## src/rtl/ptp_ts_reg_reader.sv

```systemverilog
// PTP timestamp FIFO with a req/ack register responder; read ack comes 2 cycles after req is seen in IDLE.
// Optional PTP_TS_IRQ_EN adds an interrupt enable (STATUS bit8) and a registered ts_irq output.
module ptp_ts_reg_reader #(
  parameter int TS_DEPTH_BITS  = 3,
  parameter int DROP_CNT_WIDTH = 16
) (
  input  logic        clk,
  input  logic        reset,
  input  logic        ts_valid,
  input  logic [31:0] ts_hi,
  input  logic [31:0] ts_lo,
  input  logic        reg_req,
  input  logic        reg_rd_wr_L,
  input  logic [1:0]  reg_addr,
  input  logic [31:0] reg_wr_data,
  output logic [31:0] reg_rd_data,
  output logic        reg_ack,
`ifdef PTP_TS_IRQ_EN
  output logic        ts_irq,
`endif
  output logic        ts_avail
);

  localparam int DEPTH = 1 << TS_DEPTH_BITS;
  localparam logic [TS_DEPTH_BITS:0] CNT_FULL = (TS_DEPTH_BITS+1)'(DEPTH);

  typedef enum logic [1:0] {S_IDLE, S_ACK, S_WAIT} state_t;

  state_t                    state;
  logic [63:0]               mem [DEPTH];
  logic [TS_DEPTH_BITS-1:0]  wr_ptr, rd_ptr;
  logic [TS_DEPTH_BITS:0]    count, count_nxt;
  logic                      overflow, overflow_nxt;
  logic [DROP_CNT_WIDTH-1:0] drop_cnt, drop_cnt_nxt;
  logic [31:0]               rd_stage, rd_mux, status;
  logic [63:0]               head;
  logic                      irq_en;
  logic                      full, empty, decode, rd, wr;
  logic                      push, pop, drop, flush, clr_ovf, clr_drops;
  logic                      lint_unused;

  assign lint_unused = ^reg_wr_data;

  always_comb begin
    full      = (count == CNT_FULL);
    empty     = (count == '0);
    decode    = (state == S_IDLE) && reg_req;
    rd        = decode && reg_rd_wr_L;
    wr        = decode && !reg_rd_wr_L;
    pop       = rd && (reg_addr == 2'd2) && !empty;
    flush     = wr && (reg_addr == 2'd0) && reg_wr_data[1];
    clr_ovf   = wr && (reg_addr == 2'd0) && reg_wr_data[0];
    clr_drops = wr && (reg_addr == 2'd3);
    // A pop in the same cycle frees the slot, so a full FIFO still takes the event.
    push      = ts_valid && !flush && (!full || pop);
    drop      = ts_valid && !flush && full && !pop;

    count_nxt = flush ? '0
              : count + (TS_DEPTH_BITS+1)'(push) - (TS_DEPTH_BITS+1)'(pop);
    overflow_nxt = (overflow && !clr_ovf) || drop;
    drop_cnt_nxt = drop_cnt;
    if (clr_drops)
      drop_cnt_nxt = '0;
    else if (drop && !(&drop_cnt))
      drop_cnt_nxt = drop_cnt + DROP_CNT_WIDTH'(1);

    head   = mem[rd_ptr];
    status = '0;
    status[31] = overflow;
    status[30] = full;
    status[29] = empty;
    status[8]  = irq_en;
    status[TS_DEPTH_BITS:0] = count;

    rd_mux = '0;
    if (reg_rd_wr_L) begin
      case (reg_addr)
        2'd0: rd_mux = status;
        2'd1: rd_mux = empty ? 32'd0 : head[63:32];
        2'd2: rd_mux = empty ? 32'd0 : head[31:0];
        default: rd_mux = 32'(drop_cnt);
      endcase
    end
  end

  always_ff @(posedge clk) begin
    if (push)
      mem[wr_ptr] <= {ts_hi, ts_lo};
  end

  always_ff @(posedge clk) begin
    if (reset) begin
      wr_ptr   <= '0;
      rd_ptr   <= '0;
      count    <= '0;
      overflow <= 1'b0;
      drop_cnt <= '0;
      ts_avail <= 1'b0;
    end else begin
      if (flush) begin
        wr_ptr <= '0;
        rd_ptr <= '0;
      end else begin
        if (push) wr_ptr <= wr_ptr + TS_DEPTH_BITS'(1);
        if (pop)  rd_ptr <= rd_ptr + TS_DEPTH_BITS'(1);
      end
      count    <= count_nxt;
      overflow <= overflow_nxt;
      drop_cnt <= drop_cnt_nxt;
      ts_avail <= (count_nxt != '0);
    end
  end

`ifdef PTP_TS_IRQ_EN
  always_ff @(posedge clk) begin
    if (reset) begin
      irq_en <= 1'b0;
      ts_irq <= 1'b0;
    end else begin
      if (wr && (reg_addr == 2'd0))
        irq_en <= reg_wr_data[8];
      ts_irq <= irq_en && ((count_nxt != '0) || overflow_nxt);
    end
  end
`else
  assign irq_en = 1'b0;
`endif

  // Read data is staged at decode and only presented alongside the ack pulse.
  always_ff @(posedge clk) begin
    if (reset) begin
      state       <= S_IDLE;
      rd_stage    <= '0;
      reg_ack     <= 1'b0;
      reg_rd_data <= '0;
    end else begin
      case (state)
        S_IDLE: begin
          reg_ack     <= 1'b0;
          reg_rd_data <= '0;
          if (reg_req) begin
            rd_stage <= rd_mux;
            state    <= S_ACK;
          end
        end
        S_ACK: begin
          reg_ack     <= 1'b1;
          reg_rd_data <= rd_stage;
          state       <= S_WAIT;
        end
        default: begin
          reg_ack     <= 1'b0;
          reg_rd_data <= '0;
          if (!reg_req)
            state <= S_IDLE;
        end
      endcase
    end
  end

endmodule

```

## config.mk

```make
export PLATFORM = sky130hd
export DESIGN_NAME = ptp_ts_reg_reader
export DESIGN_NICKNAME = d
export VERILOG_FILES = /design/src/rtl/ptp_ts_reg_reader.sv
export SDC_FILE = /design/constraint.sdc
export NUM_CORES = 1
export LEC_CHECK = 0
export CAP_MARGIN = 5
export CORE_MARGIN = 3
export CORE_UTILIZATION = 55
export CTS_CLUSTER_DIAMETER = 60
export CTS_CLUSTER_SIZE = 14
export DETAILED_ROUTE_END_ITERATION = 6
export HOLD_SLACK_MARGIN = 0.12
export PLACE_DENSITY = 0.75
export SLEW_MARGIN = 20
export SYNTH_ARGS = -nofsm -noshare
export SYNTH_HDL_FRONTEND = slang
export SYNTH_SLANG_ARGS = --single-unit
export TNS_END_PERCENT = 30
```

## constraint.sdc

```tcl
create_clock -name clk -period 17.8 [get_ports clk]
set_clock_uncertainty 0.15 [all_clocks]
set_input_delay 2.67 -clock clk [delete_from_list [all_inputs] [get_ports clk]]
set_output_delay 2.67 -clock clk [all_outputs]
set_load 0.02 [all_outputs]
```

# Word level (Yosys, flattened, before mapping)
# Memory sizes are Yosys's and may differ from the RTL's. A register that Yosys moved wholly into a read port is not among the register bits.
# Cells that the tools add are included.
# W data, S select, Z words.
# totals
reg_bits,95
ramBits,512
out_inout_bits,34
mem_count,1
# memory_table
memory,depth,word_bits,read_ports,rd_clocked_by_memory_dff,wr,line,source
mem,8,64,1,1,1,30,logic [63:0] mem [DEPTH];
# op_classes
n_addsub,5
eq_ne,7
mux,13
n_bitwise,1
n_reduce_logical,34
# ops
operator,n
$mux W32,3
$pmux W32 S3,1
$add A16 B1 Y16 const B,1
$reduce_and A16 Y1,1
$logic_and A1 B1 Y1,15
$logic_not A1 Y1,7
$add A3 B1 Y3 const B,2
$mux W3,2
$reduce_or A2 Y1,3
$add A4 B1 Y4,1
$eq A2 B1 Y1 const B,2
$eq A2 B2 Y1 const B,2
$eq A4 B4 Y1 const B,1
$logic_not A2 Y1,2
$logic_not A4 Y1,1
$mux W2,2
$mux W4,1
$pmux W2 S2,1
$reduce_and A2 Y1,2
$reduce_bool A4 Y1,1
$sub A4 B1 Y4,1
$mux W1,3
$ne A3 B1 Y1 const B,1
$logic_or A1 B1 Y1,2
2 further kinds,2

# Logic depth before layout (Yosys ltp)
# Gate-level depths: netlist of run 1.
# depth
ltp_word,12
ltp_mapped,11
mapped_depth_nobuf,11

# Worst setup path before layout of run 1
# OpenSTA, ideal clock, no wires.
# synth_path
path_type,input-to-reg
startpoint,in reg_rd_wr_L
endpoint,"mem mem[0][0], enable pin"
setup_ns,0.644
arrival_ns,9.691
required_time_ns,17.006
setup_slack_ns,7.315
stages,5
path_buffers,1
cell_sequence,nand4bb_1 > buf_2 > o31ai_1 > nand2_1 > nor4_1
# synth_via
elab_chain_cells,9
elab_cells_between_ends,13
# synth_rtl
element,line,source
"start, declared",13,"input logic reg_rd_wr_L,"
$logic_not A1 Y1,49,wr = decode && !reg_rd_wr_L;
$logic_and A1 B1 Y1,49,
$logic_and A1 B1 Y1 (2 in series),51,flush = wr && (reg_addr == 2'd0) && reg_wr_data[1];
$logic_not A1 Y1,55,push = ts_valid && !flush && (!full || pop);
$logic_and A1 B1 Y1,55,
$logic_and A1 B1 Y1 *,55,
$mux W1 *,87,if (push)
$mux W1 (not written as such) *,88,"mem[wr_ptr] <= {ts_hi, ts_lo};"
"end, declared",30,
# Mark *: on every way between the ends. The rest lies on a longest branch, timed or not.

# Final worst setup path of run 1
# layout_path
startpoint,in reg_rd_wr_L
endpoint,"mem mem[2][0], enable pin"
# Same word-level chain as after synthesis.

==> results.tsv, run 1 <==
stage	metric	value	unit
power_and_ir_drop	Static Leakage	8.438	nW
clock_tree	clk sinks	610	
floorplanning	die extent in x	211	microns
setup_path	CP Data Arrival Time	6.51	ns
yosys	distinct cell type count after synthesis	59	
yosys	Mapped Avg Cell Area	19.72	sq um
setup_path	worst path bufs/invs	2	
setup_path	slowest stage delay, CP	0.83	ns
grt	GRT overflow	0	
yosys	Synth top area share	66.52	%
setup_path	crit-path cells	clkdlybuf4s50_1, nand4bb_1, o31ai_1, nand2_1, nor3_2, buf_4	
yosys	Ys Warns	0	
setup_path	crit path capture type	flip-flop	
sta	Final Setup Violations	0	
sta	RSZ-0062 raised after global routing	false	
clock_tree	clk_lat worst skew	0.58	ns
floorplanning	row count	74	
yosys	most frequent cell after synthesis	edfxtp_1	
layout	layout cell share with drive strength beyond 1	18.22	%
min_path	Hold Path Class	reg2reg	
setup_path	Critical Path Start Type	primary input	
clock_tree	post_cts resized	0	
grt	GRT Total Usage	21.40	%
yosys	synth top area cells	edfxtp_1 67%, mux4_2 12%, dfxtp_1 8.5%	
grt	initial antenna violation count	4	
setup_path	Worst Path Required	17.86	ns
grt	vias in the first global route	11677	
power_and_ir_drop	worst vdd ir	0.0001227	V
yosys	Mapped Cells	1172	
flow_run	# Max-Cap Violations	0	
drt	DR vias/cell	6.155	
floorplanning	Initial Utilization	56.10	%
sta	Tcrit/Tclk final	36.23	%
yosys	mapped cell area	23110	sq um
drt	DR iter-0 viols	1045	
yosys	synth cell count leaders	512 x edfxtp_1, 128 x mux4_2, 98 x dfxtp_1, 53 x mux2i_1	
clock_tree	clk buf depth	3	
drt	DRC Markers	0	
status	status	completed	
drt	average wire per standard cell	25.27	microns
drt	antenna-violating nets left	0	
grt	first-pass GRT wire length	71240	microns
clock_tree	clock tree from TritonCTS	done	
yosys	synthesis-stage register bit count	610	
drt	via count	11492	
floorplanning	die area	44520	sq um
sta	TNS Setup	0	ns
layout	# fillers	2716	
setup_path	CP Class	in2reg	
clock_tree	CTS Hold Bufs	0	
placed_design	DPL Wire Length	26190	microns
layout	Area Overhead vs Synth	13.94	%
drt	Routed WL	47170	microns
layout	number of nets in the layout	1405	
sta	Max-slew headroom	32.51	%
clock_tree	CTS clk-pin slew, worst paths	0.06	ns
grt	pin count of the biggest net entering global routing	127	
placed_design	port buffer count	106	
power_and_ir_drop	total power	0.002915	W
sta	hold_ws	0.3077	ns
setup_path	delay-heaviest family, CP	simple AND/OR/NAND/NOR gates	
setup_path	slowest CP cell	nor3_2	
yosys	asr flop ratio synth	0	%
yosys	area leader, netlist	edfxtp_1	
floorplanning	core area	41200	sq um
sta	Final min period	6.449	ns
power_and_ir_drop	P per Cell Area	110.7	nW/um^2
clock_tree	CTS H-tree depth	2	
drt	TritonRoute pass-1 iters	7	
floorplanning	IO Count	137	
clock_tree	setup repair bufs after CTS	0	
placed_design	global placement routability congestion	0.8165	
clock_tree	Clock Root Buffer	clkbuf_16	
setup_path	crit path max fanout	50	
yosys	register area share after synthesis	75.01	%
yosys	Post-synth EDFFs	512	
sta	Max Slew Vio Count	0	
clock_tree	clock buffer count from CTS	50	
layout	final core utilization	63.92	%
yosys	syn nets	1284	
yosys	ys flop type	edfxtp_1	
sta	worst slew pin tran	1.005	ns
sta	Fmax	0.1551	GHz
sta	Fin. Hold Viols	0	
floorplanning	Die Ht	211	microns
==> path summary, 6_finish.rpt <==
| kind | cells after the start | endpoint | slack, ns | from |
|---|---|---|---|---|
| setup / recovery | 6 | mem[2][0] | 11.35 | reg_rd_wr_L |
| hold reg to reg | 1 | reg_rd_data[7] | 0.31 | rd_stage[7] |
| setup reg to reg | 5 | mem[2][0] | 13.64 | state[0] |
| hold / removal | 1 | reg_rd_data[7] | 0.31 | rd_stage[7] |
==> flip-flops by register name, indices dropped and copies added, names as in the netlist, named ones only <==
| name | flops |
|---|---|
| mem | 512 |
| rd_stage | 32 |
| reg_rd_data | 32 |
| drop_cnt | 16 |
| count | 4 |
| rd_ptr | 3 |
| wr_ptr | 3 |
| state | 2 |
| overflow | 1 |
| reg_ack | 1 |
| ts_avail | 1 |
==> final cells by class <==
type / count / area, sq um / share of cell area [%]
clock inverter: 3 / 37.54 / 0.1425
timing repair buffer: 129 / 1270 / 4.822
clock buffer: 90 / 1485 / 5.639
inverter: 11 / 41.29 / 0.1568
antenna: 1 / 2.502 / 0.009502
multi-input combinational: 491 / 5488 / 20.84
tap: 532 / 665.6 / 2.528
sequential: 610 / 17350 / 65.86
==> stage by stage <==
step | instances | cell area [sq um] | worst slack [ns]
after floorplan | 1172 | 23110 | 7.315
after global placement | 1772 | 24780 | 10.81
after detailed placement | 1772 | 24780 | 10.79
after CTS | 1865 | 26300 | 11.39
after global routing | 1866 | 26330 | 11.03
final | 1867 | 26340 | 11.35
==> cells by family (layout without fill, tap and decap cells) <==
logic type | Yosys count | after routing | synth area share (%)
multiplexers | 181 | 181 | 14.77
adder cells (fa/ha/maj) | 9 | 9 | 0.5197
buffers and inverters | 71 | 233 | 1.483
flip-flops | 610 | 610 | 75.01
AO/OA/AOI/OAI | 135 | 135 | 4.309
AND/OR/NAND/NOR | 158 | 158 | 3.611
XOR/XNOR | 8 | 8 | 0.3032
other | 0 | 1 | 0
==> report_power, final <==
part	internal, W	switching (W)	total, W
registers	0.00162	0.0000200	0.00164
clock network	0.000566	0.000475	0.00104
logic	0.0000959	0.000139	0.000235
total	0.00228	0.000634	0.00292
==> layer usage <==
metal | up-vias | wire (microns) | global-route usage, % | part of all wire (%)
li1 | 5045 | - | - | -
met1 | 5964 | 19640 | 30.58 | 42
met2 | 426 | 23470 | 35.34 | 50
met3 | 51 | 3317 | 3.758 | 7.0
met4 | 6 | 710 | 4.896 | 1.5
met5 | - | 32 | 0 | 0.068
==> layout by cell type, fill, tap and decap left out, types with 10 or more instances in the layout <==
master           synthesis  routed
edfxtp_1               512     512
mux4_2                 128     128
clkdlybuf4s50_1          0     106
dfxtp_1                 98      95
mux2i_1                 53      53
clkbuf_16                0      53
clkbuf_1                21      35
and2_1                  33      33
nand2_1                 29      29
nor2_1                  33      28
o21ai_0                 25      25
a22oi_1                 23      23
buf_4                    5      20
a2bb2oi_1               14      14
nand3_1                 13      13
a21oi_1                 12      12
o22a_1                  10      10
Note: power is estimated with default switching activity, not from simulation.
==> inputs of run 2 (changes only) <==
==> constraint.sdc (replaced) <==
create_clock -name clk -period 6.6 [get_ports clk]
set_clock_uncertainty 0.15 [all_clocks]
set_input_delay 0.99 -clock clk [delete_from_list [all_inputs] [get_ports clk]]
set_output_delay 0.99 -clock clk [all_outputs]
set_load 0.02 [all_outputs]
==> run 2 against run 1 <==
  * Sequential power increased to 2.7 times the previous value
  * Critical endpoint is now mem[4][12]
  * Register-to-register slack lost 11 ns
  * Largest cell class unchanged
  * Final area shrank 0.24%
  * Cell count decreased by 0.21%
==> results.tsv, run 2 (synthesized netlist as in run 1, its figures left out) <==
stage	metric	value	unit	change
status	status	completed		
drt	DR vias/cell	6.093		-1.0%
drt	Routed WL	45850	microns	-2.8%
setup_path	crit path capture type	flip-flop		
placed_design	dpl cells	1771		-0.056%
clock_tree	post_cts resized	0		unchanged
clock_tree	clock tree from TritonCTS	done		
clock_tree	clk buf depth	3		unchanged
min_path	Hold Path Class	reg2reg		
layout	final core utilization	63.77	%	-0.15 points
sta	RSZ-0062 raised after global routing	false		
layout	number of nets in the layout	1402		-0.21%
sta	Max Slew Vio Count	0		unchanged
power_and_ir_drop	Static Leakage	8.390	nW	-0.57%
grt	GRT Total Usage	21.11	%	-0.29 points
setup_path	Critical Path Start Type	primary input		
clock_tree	clk_lat worst skew	0.60	ns	+0.02 ns
sta	Final min period	4.268	ns	
floorplanning	die area	44520	sq um	unchanged
sta	hold_ws	0.3017	ns	-0.006011 ns
setup_path	slowest CP cell	buf_4		
flow_run	# Max-Cap Violations	0		unchanged
setup_path	WP depth	6		unchanged
layout	# fillers	2801		+3.1%
drt	via count	11352		-1.2%
placed_design	DPL Wire Length	25500	microns	-2.6%
setup_path	CP Data Arrival Time	4.33	ns	-2.18 ns
floorplanning	Die Ht	211	microns	unchanged
clock_tree	CTS Hold Bufs	0		unchanged
layout	most flop-heavy register	mem		
drt	DRC Markers	0		unchanged
floorplanning	core area	41200	sq um	unchanged
floorplanning	IO Count	137		unchanged
grt	pin count of the biggest net entering global routing	65		-49%
setup_path	crit path max fanout	57		+14%
setup_path	r2r worst-path depth	5		unchanged
placed_design	global placement routability congestion	0.8348		+2.2%
clock_tree	CTS clk-pin slew, worst paths	0.06	ns	about the same
setup_path	slowest stage delay, CP	0.77	ns	-0.06 ns
clock_tree	clk sinks	610		unchanged
drt	antenna-violating nets left	0		unchanged
setup_path	delay-heaviest family, CP	buffers and inverters		
setup_path	CP Class	in2reg		
setup_path	worst path bufs/invs	2		unchanged
clock_tree	Clock Root Buffer	clkbuf_16		
layout	max reg flops	512		unchanged
power_and_ir_drop	P per Cell Area	295.3	nW/um^2	+170%
grt	first-pass GRT wire length	70390	microns	-1.2%
layout	Area Overhead vs Synth	13.67	%	
sta	Final Setup Violations	0		unchanged
sta	Max-slew headroom	29.50	%	-3.0 points
grt	initial antenna violation count	4		unchanged
layout	most common cell after layout, fill and taps aside	edfxtp_1		
layout	cell area after layout	26270	sq um	-0.24%
sta	Fin. Hold Viols	0		unchanged
setup_path	Worst Path Required	6.66	ns	-11.20 ns
floorplanning	die extent in x	211	microns	unchanged
grt	GRT overflow	0		unchanged
setup_path	crit-path cells	clkdlybuf4s50_1, nand4bb_1, o31ai_1, nand3_1, nor3_2, buf_4		
clock_tree	setup repair bufs after CTS	0		unchanged
setup_path	crit path from	reg_rd_wr_L		
clock_tree	CTS H-tree depth	2		unchanged
setup_path	RR Startpoint	state[0]		
drt	TritonRoute pass-1 iters	5		-2
setup_path	r2r setup slk	2.97	ns	-10.67 ns
grt	vias in the first global route	11714		+0.32%
drt	average wire per standard cell	24.61	microns	-2.6%
power_and_ir_drop	worst vdd ir	0.0002250	V	+83%
placed_design	Placed Area	24840	sq um	+0.26%
drt	DR iter-0 viols	835		-20%
floorplanning	row count	74		unchanged
sta	Tcrit/Tclk final	64.67	%	
power_and_ir_drop	total power	0.007760	W	+170%
layout	Largest regs	mem (512), rd_stage (32), reg_rd_data (32)		
layout	layout cell share with drive strength beyond 1	17.74	%	-0.47 points
sta	Fmax	0.2343	GHz	
setup_path	Reg-to-Reg End	mem[4][12]		
layout	Layout Cells excl Fill	1863		-0.21%
layout	commonest non-fill, non-tap cells in the layout	512 x edfxtp_1, 128 x mux4_2, 106 x clkdlybuf4s50_1		
clock_tree	clock buffer count from CTS	49		-2.0%
placed_design	port buffer count	106		unchanged
setup_path	Worst Setup EP	mem[4][12]		
sta	worst slew pin tran	1.054	ns	+0.04961 ns
floorplanning	Initial Utilization	56.10	%	unchanged
run 2: cell types whose count changed in the layout (fill, tap and decap cells not counted), moves of 2 or more:
cell	delta
buf_4	-5
inv_6	-2
buf_12	+5
clkbuf_16	-4
clkbuf_1	+3
run 2: layout make-up:
| class | count | area (sq um) | share of cell area (%) |
|---|---|---|---|
| Tap cell | 532 | 665.6 | 2.534 |
| Inverter | 11 | 41.29 | 0.1572 |
| Multi-Input combinational cell | 491 | 5497 | 20.92 |
| Clock buffer | 88 | 1383 | 5.262 |
| Clock inverter | 3 | 45.04 | 0.1714 |
| Sequential cell | 610 | 17350 | 66.02 |
| Antenna cell | 1 | 2.502 | 0.009525 |
| Timing Repair Buffer | 127 | 1294 | 4.924 |
run 2: through the flow:
stage | worst slack (ns) | TNS, ns
after floorplan | -0.4821 | -116.35
after global placement | 1.803 | 0
after detailed placement | 1.755 | 0
after CTS | 2.382 | 0
after global routing | 2.178 | 0
final | 2.332 | 0
run 2: how the worst min path moves through the flow:
| stage | start | end | slack [ns] | cells after the start |
|---|---|---|---|---|
| floorplan | rd_stage[16] | rd_stage[16] | 0.28 | 2 |
| global placement | rd_stage[4] | reg_rd_data[4] | 0.29 | 1 |
| detailed placement | rd_stage[4] | reg_rd_data[4] | 0.29 | 1 |
| CTS | rd_stage[4] | reg_rd_data[4] | 0.30 | 1 |
| global route | rd_stage[4] | reg_rd_data[4] | 0.32 | 1 |
| finish | rd_stage[4] | reg_rd_data[4] | 0.30 | 1 |
run 2: where the power goes:
part	internal, W	total [W]	switching [W]
Clock	0.00142	0.00270	0.00128
Sequential	0.00437	0.00443	0.0000607
Combinational	0.000263	0.000633	0.000370
Total	0.00605	0.00776	0.00171
run 2: routing by layer:
layer	part of all wire, %	up-vias	wire length, microns	track usage (%)
met5	0.10	-	48	0
met4	2.1	8	967	5.358
met3	7.1	77	3273	4.916
met2	50	374	22700	34.57
met1	41	5869	18860	29.34
li1	-	5024	-	-
run 2: worst reg2reg max path: cells and delay by family, from the launching register on:
family,cells,cell delay (ns)
compound gates,1,0.75
buf+inv,1,0.77
flops,1,0.34
simple gates,3,1.20
